$ cat config.mk
export PLATFORM = sky130hd
export DESIGN_NAME = stim_delay_line
export DESIGN_NICKNAME = d
export VERILOG_FILES = /design/src/rtl/stim_delay_line.sv
export SDC_FILE = /design/constraint.sdc
export NUM_CORES = 1
export LEC_CHECK = 0
export ABC_CLOCK_PERIOD_IN_PS = 800
export CAP_MARGIN = 5
export CORE_MARGIN = 2
export CORE_UTILIZATION = 40
export CTS_CLUSTER_SIZE = 8
export DETAILED_ROUTE_END_ITERATION = 10
export PLACE_DENSITY = 0.75
export SLEW_MARGIN = 20
export SYNTH_ARGS = -nofsm -noshare
export SYNTH_HDL_FRONTEND = slang
export SYNTH_SLANG_ARGS = --single-unit
export TNS_END_PERCENT = 20
$ cat constraint.sdc
create_clock -name clk_i -period 0.8 [get_ports clk_i]
set_input_delay 0.16 -clock clk_i [delete_from_list [all_inputs] [get_ports clk_i]]
set_output_delay 0.16 -clock clk_i [all_outputs]
set_load 0.005 [all_outputs]
$ cat src/rtl/stim_delay_line.sv
// Fixed-latency delay line for the packed stimulus bus.
//   clk_i  : clock
//   rst_i  : synchronous active-high reset, clears every stage to 0
//   data_i : WIDTH-bit input word
//   data_o : data_i delayed by DEPTH cycles (combinational when DEPTH == 0)
module stim_delay_line #(
    parameter int unsigned WIDTH = 16,
    parameter int unsigned DEPTH = 2
) (
    input  logic             clk_i,
    input  logic             rst_i,
    input  logic [WIDTH-1:0] data_i,
    output logic [WIDTH-1:0] data_o
);

    if (DEPTH == 0) begin : g_bypass
        assign data_o = data_i;
    end else begin : g_pipe
        logic [WIDTH-1:0] pipe_q [DEPTH];
        logic [WIDTH-1:0] pipe_d [DEPTH];

        always_comb begin
            pipe_d[0] = data_i;
            for (int i = 1; i < int'(DEPTH); i++) begin
                pipe_d[i] = pipe_q[i-1];
            end
        end

        always_ff @(posedge clk_i) begin
            if (rst_i) begin
                for (int i = 0; i < int'(DEPTH); i++) begin
                    pipe_q[i] <= '0;
                end
            end else begin
                for (int i = 0; i < int'(DEPTH); i++) begin
                    pipe_q[i] <= pipe_d[i];
                end
            end
        end

        assign data_o = pipe_q[DEPTH-1];
    end

endmodule

==> run summary, run 1 <==
die height: 50.5 µm
port bufs: 33
Final nets: 123
Biggest register: g_pipe.pipe_q
Clock Path Buffers: 2
Worst VDD drop: 1480 µV
Worst setup SP type: flip-flop
max-capacitance violation count: 0
Psw: 530 µW
final setup margin: -93.2 ps
Routed WL: 1200 µm
share of cells above drive strength 1: 28.3%
Root Driver: clkbuf_4
Slew Limit Fails: 0
CP Class: flip-flop to output pin
clock skew: 2.36 ps
cell count after synthesis: 67
GR Util All Layers: 10.9%
synthesis warning total: 0
Core Area: 2000 µm²
Synth cell types: 3
most frequent cells in the layout: nor2b_1, dfxtp_1, clkdlybuf4s50_1
biggest regs: g_pipe.pipe_q (32)
CTS tree: done
Yosys reg bits: 32
WP buf/inv: 1
clock sinks: 32
RSZ-0062 raised after global routing: yes
Sw Ratio: 19.1%
Post-CTS Hold Buffers: 0
wire length per cell: 9.04 µm
Tmin final: 893 ps
Routed Antenna Nets: 0
total CTS buffers: 5
WP data arrival: 730 ps
Initial Utilization: 43.1%
Synth Net Count: 85
worst-margin pin slew: 127 ps
FMAX: 1120 MHz
total die area: 2550 µm²
Antenna diodes: 0
cell row count: 16
syn avg cell area: 12.9 µm²
H-tree Lvls: 2
pin count of the biggest net entering global routing: 33
status: finished with violations
Worst path slowest cell: dfxtp_2
drt drc: 0
clock slew at reported path FFs: 80 ps
number of flip-flops in the largest register: 32
post-route cell area: 1240 µm²
setup TNS: -1320 ps
Routability Congestion: 0.636
post-synthesis sequential area ratio: 74.2%
Worst setup EP type: output pin
via count: 527
Clk pwr share: 31.9%
Reg power frac: 60.6%
Slowest Stage Delay on Critical Path: 330 ps
setup bufs post-CTS: 0
power per cell area: 2240 nW/µm²
initial antenna violation count: 0
Pint: 2250 µW
Area Growth Syn to Fin: 44.1%
Worst-Skew Late Latency: 300 ps
chip width: 50.5 µm
Logic pwr share: 7.5%
via-per-instance ratio: 3.96
vias in the first global route: 466
Worst Path Required: 640 ps
setup violators final: 16
dpl hpwl: 887 µm
Slew HR: 91.6%
largest delay contributor family on the critical path: flip-flops
DR pass1 iterations: 2
I/O pin count: 34
grt ovf: 0
global-route wire length before repair: 1930 µm
Worst Path Max Fanout: 1
leakage: 0.000534 µW
Hold/Removal Path Class: input pin to flip-flop
most common cell after layout, fill and taps aside: nor2b_1
mapped cell area: 863 µm²
DR iter-0 viols: 2
dpl cell area: 1220 µm²
Fin. Hold Viols: 0
CP cell instances: buf_6
Tcrit/Tclk final: 112%
failing checks: negative setup slack
-- final timing paths --
check	start	slack, ps	cells after the start	end
hold / removal	data_i[3]	400	2	g_pipe.pipe_q[0][3]$_SDFF_PP0_
hold reg to reg	g_pipe.pipe_q[0][0]$_SDFF_PP0_	440	1	g_pipe.pipe_q[0][16]$_SDFF_PP0_
setup reg to reg	g_pipe.pipe_q[0][9]$_SDFF_PP0_	280	1	g_pipe.pipe_q[0][25]$_SDFF_PP0_
setup / recovery	g_pipe.pipe_q[0][21]$_SDFF_PP0_	-90	1	data_o[5]
-- through the flow --
step                      total power [µW]  hold slack (ps)  setup WS (ps)  util (%)  instances
after floorplan                       1790              232            310         -         67
after global placement                1950              416           -232      61.2        125
after detailed placement              1950              420           -254      61.2        125
after CTS                             2800              394           -113      60.8        133
after global routing                  2910              387           -134      62.1        133
final                                 2780              402          -93.2      62.1        133
-- power by group through the flow --
stage / Clock, µW / Combinational [µW] / Sequential [µW]
6_report: 889 / 209 / 1680
5_1_grt: 994 / 228 / 1690
4_1_cts: 912 / 204 / 1680
3_5_place_dp: 0 / 231 / 1720
3_3_place_gp: 0 / 228 / 1720
2_1_floorplan: 0 / 72.2 / 1720
-- synth_stat cells --
cell     instances  share of area (%)
dfxtp_1         32                 74
buf_4            3                2.6
nor2b_1         32                 23
-- timing repair --
item / in CTS / in global routing
setup endpoints to repair: 16 / 16
gates resized for setup: 69 / 6
pin swaps: 0 / 0
-- cell families (layout without fill, tap and decap cells) --
logic type	Yosys count	count (layout)	synth area share, %
and+or+nand+nor	32	32	23.2
DFF	32	32	74.2
buffers and inverters	3	42	2.61
-- per-layer routing --
layer | GRT usage (%) | share of wire, %
met4 | 9.46 | 2.9
met2 | 16.9 | 51
met1 | 10.6 | 36
met3 | 5.65 | 9.1
met5 | 0 | 0
-- area by class of cell --
type	instances	area [µm²]
Clock buffer	8	58.8
Fill cell	170	758
Multi-Input combinational cell	32	200
Sequential cell	32	649
Tap cell	27	33.8
Timing Repair Buffer	34	302
No activity file was read; power rests on OpenSTA's default activity.
==> run 2: changes to the inputs <==
- ABC_AREA: default -> 1
- CORE_UTILIZATION: 40 -> 41
==> run 2 against run 1 <==
Against the previous run:
- the flow still finishes with violations (negative setup slack)
- largest power group unchanged
- critical endpoint is now data_o[1]
- clock skew increased by 1.1 ps
- worst hold slack worse by 53 ps
- via count grew 16%
- largest cell class unchanged
- highest routed layer unchanged
==> run summary, run 2 <==
H-tree Lvls: 2
Routed Antenna Nets: 0
Post-CTS Hold Buffers: 0
pin count of the biggest net entering global routing: 33
Synth Net Count: 117
leading area contributor after synthesis: dfxtp_1
port bufs: 33
Area Growth Syn to Fin: 36.8%
Antenna diodes: 0
Root Driver: clkbuf_4
clock sinks: 32
worst hold slack: 349 ps
Synth area leaders: dfxtp_1, inv_1, nor2_1, buf_6
complex-gate fraction of the synthesized area: 0%
Hold/Removal Path Class: input pin to flip-flop
worst setup path start: g_pipe.pipe_q[0][17]$_SDFF_PP0_
RSZ-0062 raised after global routing: yes
Worst setup SP type: flip-flop
Clock Path Buffers: 2
global-route wire length before repair: 1900 µm
drt drc: 0
via count: 611
wire length per cell: 7.10 µm
worst reg2reg setup slack: 310 ps
cell row count: 17
die height: 51.2 µm
biggest regs: g_pipe.pipe_q (32)
CP Class: flip-flop to output pin
Routed WL: 1170 µm
Slowest Stage Delay on Critical Path: 320 ps
Yosys reg bits: 32
Biggest register: g_pipe.pipe_q
simple-gate share of the synthesized area: 13.1%
largest delay contributor family on the critical path: flip-flops
adder-cell area share of the yosys netlist: 0%
setup bufs post-CTS: 0
Routability Congestion: 0.584
grt ovf: 0
Synth cell types: 4
Worst VDD drop: 1280 µV
GR Util All Layers: 11.0%
leakage: 0.000651 µW
max-capacitance violation count: 0
FMAX: 1090 MHz
via-per-instance ratio: 3.70
largest family of logic cells by synthesized area: buffers and inverters
Non-Filler Instances: 165
status: finished with violations
CP cell instances: buf_2
failing checks: negative setup slack
Worst-Skew Late Latency: 320 ps
dpl cells: 158
asr flop ratio synth: 0%
DR iter-0 viols: 1
Worst setup EP type: output pin
post-synthesis mux area share: 0%
synthesis warning total: 0
post-synthesis sequential area ratio: 70.0%
worst-margin pin slew: 124 ps
WP data arrival: 750 ps
I/O pin count: 34
Final nets: 155
Tcrit/Tclk final: 114%
syn avg cell area: 9.24 µm²
critical path depth in cells: 1
DR pass1 iterations: 2
dpl hpwl: 808 µm
crit path to: data_o[1]
mapped cell area: 915 µm²
number of enable flip-flop cells after synthesis: 0
reg2reg start: g_pipe.pipe_q[0][1]$_SDFF_PP0_
clock slew at reported path FFs: 90 ps
Slew HR: 91.7%
Fin. Hold Viols: 0
Worst Path Required: 640 ps
share of cells above drive strength 1: 20.4%
setup violators final: 16
worst r2r path cells: 2
vias in the first global route: 481
final setup margin: -114 ps
CTS tree: done
Initial Utilization: 42.2%
cell count after synthesis: 99
Synth top cells by count: dfxtp_1, inv_1, nor2_1
power per cell area: 2140 nW/µm²
Worst Path Max Fanout: 1
initial antenna violation count: 0
most frequent cells in the layout: inv_1, nor2_1, dfxtp_1
Slew Limit Fails: 0
Worst path slowest cell: dfxtp_2
clock skew: 3.49 ps
Core Area: 2170 µm²
most frequently used flop master after synthesis: dfxtp_1
chip width: 51.2 µm
XOR/XNOR Fraction of Synth Area: 0%
Tmin final: 914 ps
number of flip-flops in the largest register: 32
top-area cell type share of the netlist area: 70.0%
reg-to-reg endpoint: g_pipe.pipe_q[0][17]$_SDFF_PP0_
total die area: 2620 µm²
WP buf/inv: 1
WHS Path Cells: 3
total CTS buffers: 5
[run 2: changes by cell type after synthesis, sizes merged]
cell	delta
nor2	+32
nor2b	-32
inv	+32
[run 2: power breakdown]
group / total, µW / switching, µW / internal, µW
combinational: 211 / 78.7 / 133
sequential: 1690 / 17.1 / 1670
clock: 786 / 463 / 323
total: 2680 / 559 / 2120
[run 2: how the worst min path moves through the flow]
stage	start	endpoint	slack, ps
detailed placement	g_pipe.pipe_q[0][12]$_SDFF_PP0_	g_pipe.pipe_q[0][28]$_SDFF_PP0_	390
global placement	g_pipe.pipe_q[0][3]$_SDFF_PP0_	g_pipe.pipe_q[0][19]$_SDFF_PP0_	390
floorplan	rst_i	g_pipe.pipe_q[0][29]$_SDFF_PP0_	230
CTS	data_i[1]	g_pipe.pipe_q[0][1]$_SDFF_PP0_	340
global route	data_i[0]	g_pipe.pipe_q[0][0]$_SDFF_PP0_	330
finish	data_i[1]	g_pipe.pipe_q[0][1]$_SDFF_PP0_	350
[run 2: layer usage]
| layer | vias to the layer above | part of all wire [%] | GRT usage, % | wire [µm] |
|---|---|---|---|---|
| li1 | 336 | - | - | - |
| met2 | 26 | 47 | 15.8 | 546 |
| met1 | 246 | 38 | 10.6 | 444 |
| met5 | - | 0 | 0 | 0 |
| met3 | 3 | 13 | 9.36 | 156 |
| met4 | 0 | 2.0 | 6.58 | 23 |
[run 2: logic make-up (layout without fill, tap and decap cells)]
group	Yosys count	count (layout)
and+or+nand+nor	32	32
DFF	32	32
buffers and inverters	35	73
[run 2: area by class of cell]
| cell class | instances | area, µm² |
|---|---|---|
| fill | 207 | 918 |
| sequential | 32 | 647 |
| timing repair buffer | 34 | 283 |
| multi-input combinational | 32 | 120 |
| inverter | 32 | 120 |
| clock buffer | 6 | 41.3 |
| tap | 28 | 35.0 |
| clock inverter | 1 | 5.00 |
[run 2: repair_timing]
item / in CTS / in global routing
endpoints found under the setup margin: 16 / 16
gates resized for setup: 67 / 3
pin swaps: 0 / 0
[run 2: per-stage QoR]
step / total power (µW) / area (µm²) / TNS [ps] / util (%) / setup WS [ps]
floorplan: 1810 / 915 / 0 / - / 342
global placement: 1960 / 1270 / -9360 / 58.4 / -227
CTS: 2720 / 1240 / -1780 / 57.0 / -133
global route: 2850 / 1250 / -2380 / 57.7 / -170
detailed placement: 1960 / 1270 / -9670 / 58.4 / -242
finish: 2680 / 1250 / -1500 / 57.7 / -114
